--- src/rtl/line_scan_ctrl.sv ---
`default_nettype none
// ============================================================================
// Module      : line_scan_ctrl
// Description : Walks the board rows bottom to top after a piece locks.
//               Requests each row from the VRAM row reader, flags rows whose
//               ten cells all differ from the background colour, and reports
//               a full-row mask, count, bottom-most full row and a running
//               line total.
// Revision    : 1.0 - initial release
// ============================================================================
module line_scan_ctrl #(
    parameter int          ROWS     = 20,
    parameter logic [15:0] BG_COLOR = 16'h000F,
    parameter int          TIMEOUT  = 50000
) (
    input  logic            clk,
    input  logic            reset,
    input  logic            start,
    input  logic            row_ready,
    input  logic [159:0]    read_reg,
    output logic [7:0]      row,
    output logic            row_ld,
    output logic            busy,
    output logic            done,
    output logic [ROWS-1:0] full_mask,
    output logic [4:0]      full_count,
    output logic [7:0]      lowest_full,
    output logic [15:0]     lines_total,
    output logic            err
);

    localparam logic [7:0]      c_LAST_ROW = 8'(ROWS - 1);
    localparam logic [7:0]      c_NO_ROW   = 8'hFF;
    localparam logic [ROWS-1:0] c_ROW_ONE  = ROWS'(1);
    localparam int              c_TMO_W    = $clog2(TIMEOUT + 1);
    localparam logic [c_TMO_W-1:0] c_TMO_LAST = c_TMO_W'(TIMEOUT - 1);

    typedef enum logic [1:0] {
        S_IDLE = 2'd0,
        S_REQ  = 2'd1,
        S_GAP  = 2'd2,
        S_DONE = 2'd3
    } state_t;

    state_t              r_state;
    state_t              w_next;
    logic                w_row_ld;
    logic [9:0]          w_cell_set;
    logic                w_row_full;
    logic [7:0]          r_row;
    logic                r_busy;
    logic                r_done;
    logic [ROWS-1:0]     r_full_mask;
    logic [4:0]          r_full_count;
    logic [7:0]          r_lowest_full;
    logic [15:0]         r_lines_total;
    logic                r_err;
    logic [c_TMO_W-1:0]  r_tmo;

    // A cell counts as occupied when it differs from the background colour
    generate
        for (genvar c = 0; c < 10; c++) begin : g_cell
            assign w_cell_set[c] = (read_reg[16*c +: 16] != BG_COLOR);
        end
    endgenerate

    assign w_row_full = &w_cell_set;

    // Scan state register
    always_ff @(posedge clk or negedge reset) begin
        if (!reset) begin
            r_state <= S_IDLE;
        end else begin
            r_state <= w_next;
        end
    end

    // Next-state decode; row_ld drops combinationally the cycle row_ready arrives
    always_comb begin
        w_next   = r_state;
        w_row_ld = 1'b0;
        case (r_state)
            S_IDLE: begin
                if (start) begin
                    w_next = S_REQ;
                end
            end
            S_REQ: begin
                w_row_ld = ~row_ready;
                if (row_ready) begin
                    w_next = S_GAP;
                end else if (r_tmo == c_TMO_LAST) begin
                    w_next = S_DONE;
                end
            end
            S_GAP: begin
                if (r_row == 8'd0) begin
                    w_next = S_DONE;
                end else begin
                    w_next = S_REQ;
                end
            end
            S_DONE: begin
                w_next = S_IDLE;
            end
            default: begin
                w_next = S_IDLE;
            end
        endcase
    end

    // Row pointer, result registers, line total and request timeout
    always_ff @(posedge clk or negedge reset) begin
        if (!reset) begin
            r_row         <= c_LAST_ROW;
            r_busy        <= 1'b0;
            r_done        <= 1'b0;
            r_full_mask   <= '0;
            r_full_count  <= 5'd0;
            r_lowest_full <= c_NO_ROW;
            r_lines_total <= 16'd0;
            r_err         <= 1'b0;
            r_tmo         <= '0;
        end else begin
            r_done <= 1'b0;
            case (r_state)
                S_IDLE: begin
                    if (start) begin
                        r_full_mask   <= '0;
                        r_full_count  <= 5'd0;
                        r_err         <= 1'b0;
                        r_lowest_full <= c_NO_ROW;
                        r_row         <= c_LAST_ROW;
                        r_busy        <= 1'b1;
                        r_tmo         <= '0;
                    end
                end
                S_REQ: begin
                    if (row_ready) begin
                        r_tmo <= '0;
                        if (w_row_full) begin
                            r_full_mask  <= r_full_mask | (c_ROW_ONE << r_row);
                            r_full_count <= r_full_count + 5'd1;
                            if (r_lowest_full == c_NO_ROW) begin
                                r_lowest_full <= r_row;
                            end
                            if (r_lines_total != 16'hFFFF) begin
                                r_lines_total <= r_lines_total + 16'd1;
                            end
                        end
                    end else if (r_tmo == c_TMO_LAST) begin
                        // Reader stalled: abort, keeping the partial results
                        r_err  <= 1'b1;
                        r_tmo  <= '0;
                        r_done <= 1'b1;
                    end else begin
                        r_tmo <= r_tmo + c_TMO_W'(1);
                    end
                end
                S_GAP: begin
                    if (r_row == 8'd0) begin
                        r_done <= 1'b1;
                    end else begin
                        r_row <= r_row - 8'd1;
                    end
                end
                S_DONE: begin
                    r_busy <= 1'b0;
                    r_row  <= c_LAST_ROW;
                end
                default: begin
                    r_busy <= 1'b0;
                end
            endcase
        end
    end

    assign row         = r_row;
    assign row_ld      = w_row_ld;
    assign busy        = r_busy;
    assign done        = r_done;
    assign full_mask   = r_full_mask;
    assign full_count  = r_full_count;
    assign lowest_full = r_lowest_full;
    assign lines_total = r_lines_total;
    assign err         = r_err;

endmodule
`default_nettype wire

--- config.mk ---
export PLATFORM = sky130hd
export DESIGN_NAME = line_scan_ctrl
export DESIGN_NICKNAME = d
export VERILOG_FILES = /design/src/rtl/line_scan_ctrl.sv
export SDC_FILE = /design/constraint.sdc
export NUM_CORES = 1
export LEC_CHECK = 0
export CORE_MARGIN = 2
export CORE_UTILIZATION = 40
export CTS_BUF_LIST = sky130_fd_sc_hd__clkbuf_8
export DETAILED_ROUTE_END_ITERATION = 10
export PLACE_DENSITY_LB_ADDON = 0.3
export SYNTH_ARGS = -nofsm -noshare
export SYNTH_HDL_FRONTEND = slang
export SYNTH_SLANG_ARGS = --single-unit
--- constraint.sdc ---
create_clock -name clk -period 2.55 [get_ports clk]
set_clock_uncertainty 0.05 [all_clocks]
set_input_delay 0.765 -clock clk [delete_from_list [all_inputs] [get_ports clk]]
set_output_delay 0.765 -clock clk [all_outputs]
set_load 0.01 [all_outputs]
# Word-level counts from Yosys, hierarchy flattened

Cells that the tools add are included.

Register bits: 78
Logic and storage cells: 91

Add/subtract/negate cells: 4
Equal/unequal tests: 24
Shifts and indexed selects: 1
Mux-type cells: 36
Bitwise operators: 2
Reductions and logical operators: 14

Operators with widths:

| cell                                                               | count |
|---|---|
| 16-bit by 4-bit != test with 1-bit output, second input constant   | 10 |
| 20-bit 2-to-1 mux                                                  | 3 |
| 16-bit 2-to-1 mux                                                  | 3 |
| 8-bit 2-to-1 mux                                                   | 6 |
| 20-bit case mux with 2 select lines                                | 1 |
| 16-bit by 1-bit adder with 16-bit output, second input constant    | 2 |
| 16-bit case mux with 2 select lines                                | 1 |
| 8-bit case mux with 3 select lines                                 | 1 |
| 20-bit bitwise OR                                                  | 1 |
| 1-bit by 8-bit left shift with 20-bit output, first input constant | 1 |
| 16-bit == test, second input constant                              | 1 |
| 16-bit != test, second input constant                              | 1 |
| 8-bit case mux with 2 select lines                                 | 1 |
| 5-bit 2-to-1 mux                                                   | 3 |
| 2-bit != test, second input constant                               | 7 |
| 13-bit AND reduction                                               | 1 |
| 5-bit case mux with 2 select lines                                 | 1 |
| 10-bit AND reduction                                               | 1 |
| 8-bit == test, second input constant                               | 1 |
| 8-bit logical NOT                                                  | 1 |
| 1-bit 2-to-1 mux                                                   | 8 |
| 2-bit 2-to-1 mux                                                   | 4 |
| 2-bit case mux with 4 select lines                                 | 1 |
| 4-bit AND reduction                                                | 2 |
| 13 further kinds                                                   | 19 |

# Depth between registers and ports, before layout

Word-level depth: 5
Depth in mapped cells: 10
Gate-level depth less buffers: 8

# Least setup slack after synthesis

No wires, ideal clock.

Path type: input port to flip-flop
Start: input port read_reg[80]
End: register r_lines_total[11] (netlist: lines_total[11])
Library setup time: 127 ps
Data arrival time: 2,032 ps
Required time: 2,373 ps
Path slack: 341 ps
Cell stages on the path: 7
Path buffers: 1
Cell sequence: and4b_1 > a41oi_1 > nand3_1 > nor3_4 > buf_2 > nand3_1 > xnor2_1

Longest elaborated chain between the ends: 2

Ends and longest elaborated chain:

| item                                      | line | source |
|---|---|---|
| from (decl)                               | 20   | `input logic [159:0] read_reg,` |
| 16-bit by 4-bit != test with 1-bit output | 63   | `assign w_cell_set[c] = (read_reg[16*c +: 16] != BG_COLOR);` |
| 13-bit AND reduction (no source line)     | -    |  |
| to (signal assigned)                      | 148  | `r_lines_total <= r_lines_total + 16'd1;` |
| to (decl)                                 | 56   | `logic [15:0] r_lines_total;` |

Every way passes these cells.
A chain may end at the register's enable or synchronous reset.

# Final worst setup path

Start: register r_row[3] (netlist: row[3])
End: output port row[3]

RTL lines:

| item                   | line | source |
|---|---|---|
| from (decl)            | 50   | `logic [7:0] r_row;` |
| from (signal assigned) | 115  | `r_row <= c_LAST_ROW;` |
| from (signal assigned) | 133  | `r_row <= c_LAST_ROW;` |
| from (signal assigned) | 164  | `r_row <= r_row - 8'd1;` |
| to (decl)              | 21   | `output logic [7:0] row,` |

No word-level cell between the ends.

==> out/qor.csv <==
metric,value,unit
outcome,"finished, final reports clean",
Final Power,4.51,mW
Synth Register Bits,78,
CP Launch Type,register,
Final Hold Fails,0,
Crit path arrival time,1.63,ns
Initial Util,40.6,%
max incr delay on CP,0.64,ns
Vias,4335,
critical path class,reg -> out,
GPL Wtd Cong,0.896,
mean number of vias per cell,5.38,
Crit. End Element,output pin,
Sw Share,33.9,%
initial antenna violation count,0,
hold buffer count at cts,0,
IO Port Bufs,224,
mean post-synth cell area,9.81,µm²
Hold Crit Class,in -> async,
Static Leak,2.83,nW
fin util,67.8,%
pwr dens,653,nW/µm²
DIE WIDTH,106,µm
post-synthesis sequential area ratio,47.6,%
achievable clock frequency,0.409,GHz
NetSw,1.53,mW
syn_nets,594,
hpwl dp,11400,µm
CP bufs+invs,1,
Reg power frac,37.3,%
clock sink count,78,
critical path depth,1,
root buffer cell,clkbuf_8,
Synth Warn #,0,
worst slew pin tran,0.546,ns
largest net degree at the start of global routing,79,
CTS tree,yes,
Core ar.,10200,µm²
CTS H-tree depth,3,
met2 WL,6740,µm
Crit Path Max Fanout,12,
R2R Path End,full_mask[1]$_DFFE_PN0P_,
CTS Buf Count,9,
Rows,37,
Syn-to-layout area delta,67.1,%
Clock transition at path regs,0.08,ns
worst r2r path cells,9,
routed metal-1 wirelength,6410,µm
hold_ws,0.376,ns
initial drt markers,239,
minimum setup slack among reg-to-reg paths,0.26,ns
layout cells sized above 1,9.27,%
Post-DP Area,6670,µm²
Unique masters post-synth,48,
Final period util,95.8,%
WL/cell,17.8,µm
antenna-violating nets left,0,
clock share of power,22.2,%
gr usage total,25.9,%
Clock Latency Late Sink,0.35,ns
Internal,2.98,mW
RSZ-0062 raised after global routing,no,
vias in the first global route,4393,
Slew headroom,63.4,%
Post-Synthesis Cells,421,
min setup slack post-route,0.107,ns
"Critical Path, Cell by Cell",clkdlybuf4s50_1,
Max Transition Viols Final,0,
Crit path required time,1.74,ns
worst ir drop on vdd,0.000473,V
Routed WL,14300,µm
fin area,6900,µm²
Top Layer Used,met4,
DRC,0,
"Cell Area, Synth",4130,µm²
post-CTS setup buffers,0,
Tmin final,2.44,ns
die height,106,µm
met3 routed WL,971,µm
I/O pin cnt,225,
drt first pass iters,4,
first-pass GRT wire length,22800,µm
Final Setup Violations,0,
total gr overflow,0,
Clock Path Buffers,2,
Comb power frac,40.6,%
Crit-path slowest cell,dfrtp_1,
Final #Nets,837,
dpl ws,-0.451,ns
r2r startpoint,r_state[1]$_DFFE_PN0P_,
Max-cap violations,0,
Die Area,11200,µm²
Worst path top cell family by delay,flip-flops,
[area by class of cell]
type | instances | area [µm²]
fillers | 801 | 3280
repair buffers | 245 | 2430
multi-input cells | 324 | 2100
flip-flops and latches | 78 | 1970
well taps | 136 | 170
clock buffers | 9 | 124
clock inverters | 7 | 90.1
inverters | 6 | 22.5
diodes | 1 | 2.50
[metal layers]
layer,track usage (%),up-vias
li1,-,2072
met1,35.3,2088
met2,41.8,156
met3,6.18,19
met4,6.67,0
met5,0,-
[stage by stage]
| stage | setup TNS (ns) | std cells |
|---|---|---|
| 2_1_floorplan | 0 | 421 |
| 3_3_place_gp | -13.15 | 789 |
| 3_5_place_dp | -14.94 | 789 |
| 4_1_cts | 0 | 805 |
| 5_1_grt | 0 | 805 |
| 6_report | 0 | 806 |
[worst reg2reg max path: cells and delay by family, from the launching register on]
| family | cells | cell delay [ns] |
|---|---|---|
| adders and majority gates | 1 | 0.26 |
| and+or+nand+nor | 4 | 0.77 |
| AOI/OAI and AO/OA | 2 | 0.40 |
| buffers and inverters | 2 | 0.31 |
| DFF | 1 | 0.44 |
[cells in the mapped netlist (all sizes together)]
| cell type | number | share of area, % |
|---|---|---|
| xnor2 | 18 | 3.8 |
| nand3b | 4 | 0.73 |
| xor2 | 6 | 1.3 |
| dfrtp | 67 | 41 |
| a22o | 5 | 1.1 |
| nor3b | 1 | 0.18 |
| nand2b | 2 | 0.30 |
| mux2i | 4 | 1.1 |
| ha | 9 | 2.7 |
| a21o | 2 | 0.36 |
| a32o | 3 | 0.73 |
| o31ai | 3 | 0.55 |
| nor4 | 21 | 3.5 |
| dfstp | 11 | 7.0 |
| nor3 | 8 | 1.2 |
| nor4bb | 2 | 0.48 |
| or3 | 2 | 0.42 |
| a41oi | 2 | 0.42 |
| o21ai | 33 | 4.0 |
| nor4b | 11 | 2.3 |
| o22a | 8 | 1.7 |
| inv | 6 | 0.55 |
| or4 | 1 | 0.18 |
| nand2 | 47 | 4.3 |
| o21a | 2 | 0.36 |
| buf | 6 | 0.94 |
| clkbuf | 7 | 0.67 |
| and4bb | 1 | 0.30 |
| o31a | 1 | 0.21 |
| mux2 | 3 | 0.82 |
| nand4 | 20 | 3.0 |
| a21oi | 9 | 1.2 |
| and4 | 4 | 0.85 |
| and2 | 5 | 0.76 |
| nand3 | 32 | 3.9 |
| and4b | 10 | 2.4 |
| nor2b | 1 | 0.15 |
| a31oi | 2 | 0.30 |
| nor2 | 29 | 2.6 |
| and3 | 13 | 2.0 |
[cell usage in the layout (no fill, tap or decap), drive strengths merged, types with 7 or more instances in the layout]
| master | synthesis | routed |
|---|---|---|
| xnor2 | 18 | 18 |
| nand2 | 47 | 47 |
| clkbuf | 7 | 9 |
| o22a | 8 | 8 |
| buf | 6 | 22 |
| clkdlybuf4s50 | 0 | 221 |
| nor3 | 8 | 8 |
| dfstp | 11 | 11 |
| nor2 | 29 | 29 |
| dfrtp | 67 | 67 |
| nor4b | 11 | 11 |
| a21oi | 9 | 9 |
| inv | 6 | 7 |
| and3 | 13 | 13 |
| o21ai | 33 | 33 |
| ha | 9 | 9 |
| nand3 | 32 | 32 |
| nor4 | 21 | 21 |
| nand4 | 20 | 20 |
| and4b | 10 | 10 |
[worst max path at each step]
stage          slack, ns          startpoint                     endpoint
2_1_floorplan       0.34        read_reg[80]  lines_total[11]$_DFFE_PN0P_
3_3_place_gp       -0.40        read_reg[86]   lowest_full[0]$_DFFE_PN1P_
3_5_place_dp       -0.45        read_reg[86]   lowest_full[1]$_DFFE_PN1P_
4_1_cts             0.01        read_reg[86]     full_mask[4]$_DFFE_PN0P_
5_1_grt             0.01        read_reg[86]     full_mask[4]$_DFFE_PN0P_
6_report            0.11  row[3]$_DFFE_PN0P_                       row[3]
[cells by family after synthesis]
family / count (synthesis) / share of synthesized area (%)
xor gates and xnor gates: 24 / 5.09
and+or+nand+nor: 214 / 29.7
muxes: 7 / 1.88
adders and majority gates: 9 / 2.73
buffers and inverters: 19 / 2.15
DFF: 78 / 47.6
AOI/OAI and AO/OA: 70 / 10.9
[what timing repair did]
item / 4_1_cts / 5_1_grt
pin swaps: 0 / 1
setup endpoints to repair: 9 / 35
resized for setup: 5 / 8
[state kept, by name, summed over array words and instances (netlist names)]
name         cells
busy             1
done             1
err              1
full_count       5
full_mask       20
lines_total     16
lowest_full      8
r_state          2
r_tmo           16
row              8
[power groups by stage]
stage | logic, mW | clock network [mW] | registers, mW
floorplan | 0.780 | 0 | 1.70
global placement | 1.77 | 0 | 1.68
detailed placement | 1.82 | 0 | 1.70
CTS | 1.83 | 1.02 | 1.68
global route | 1.99 | 1.08 | 1.71
finish | 1.83 | 0.999 | 1.68
Note: power is estimated with default switching activity, not from simulation.
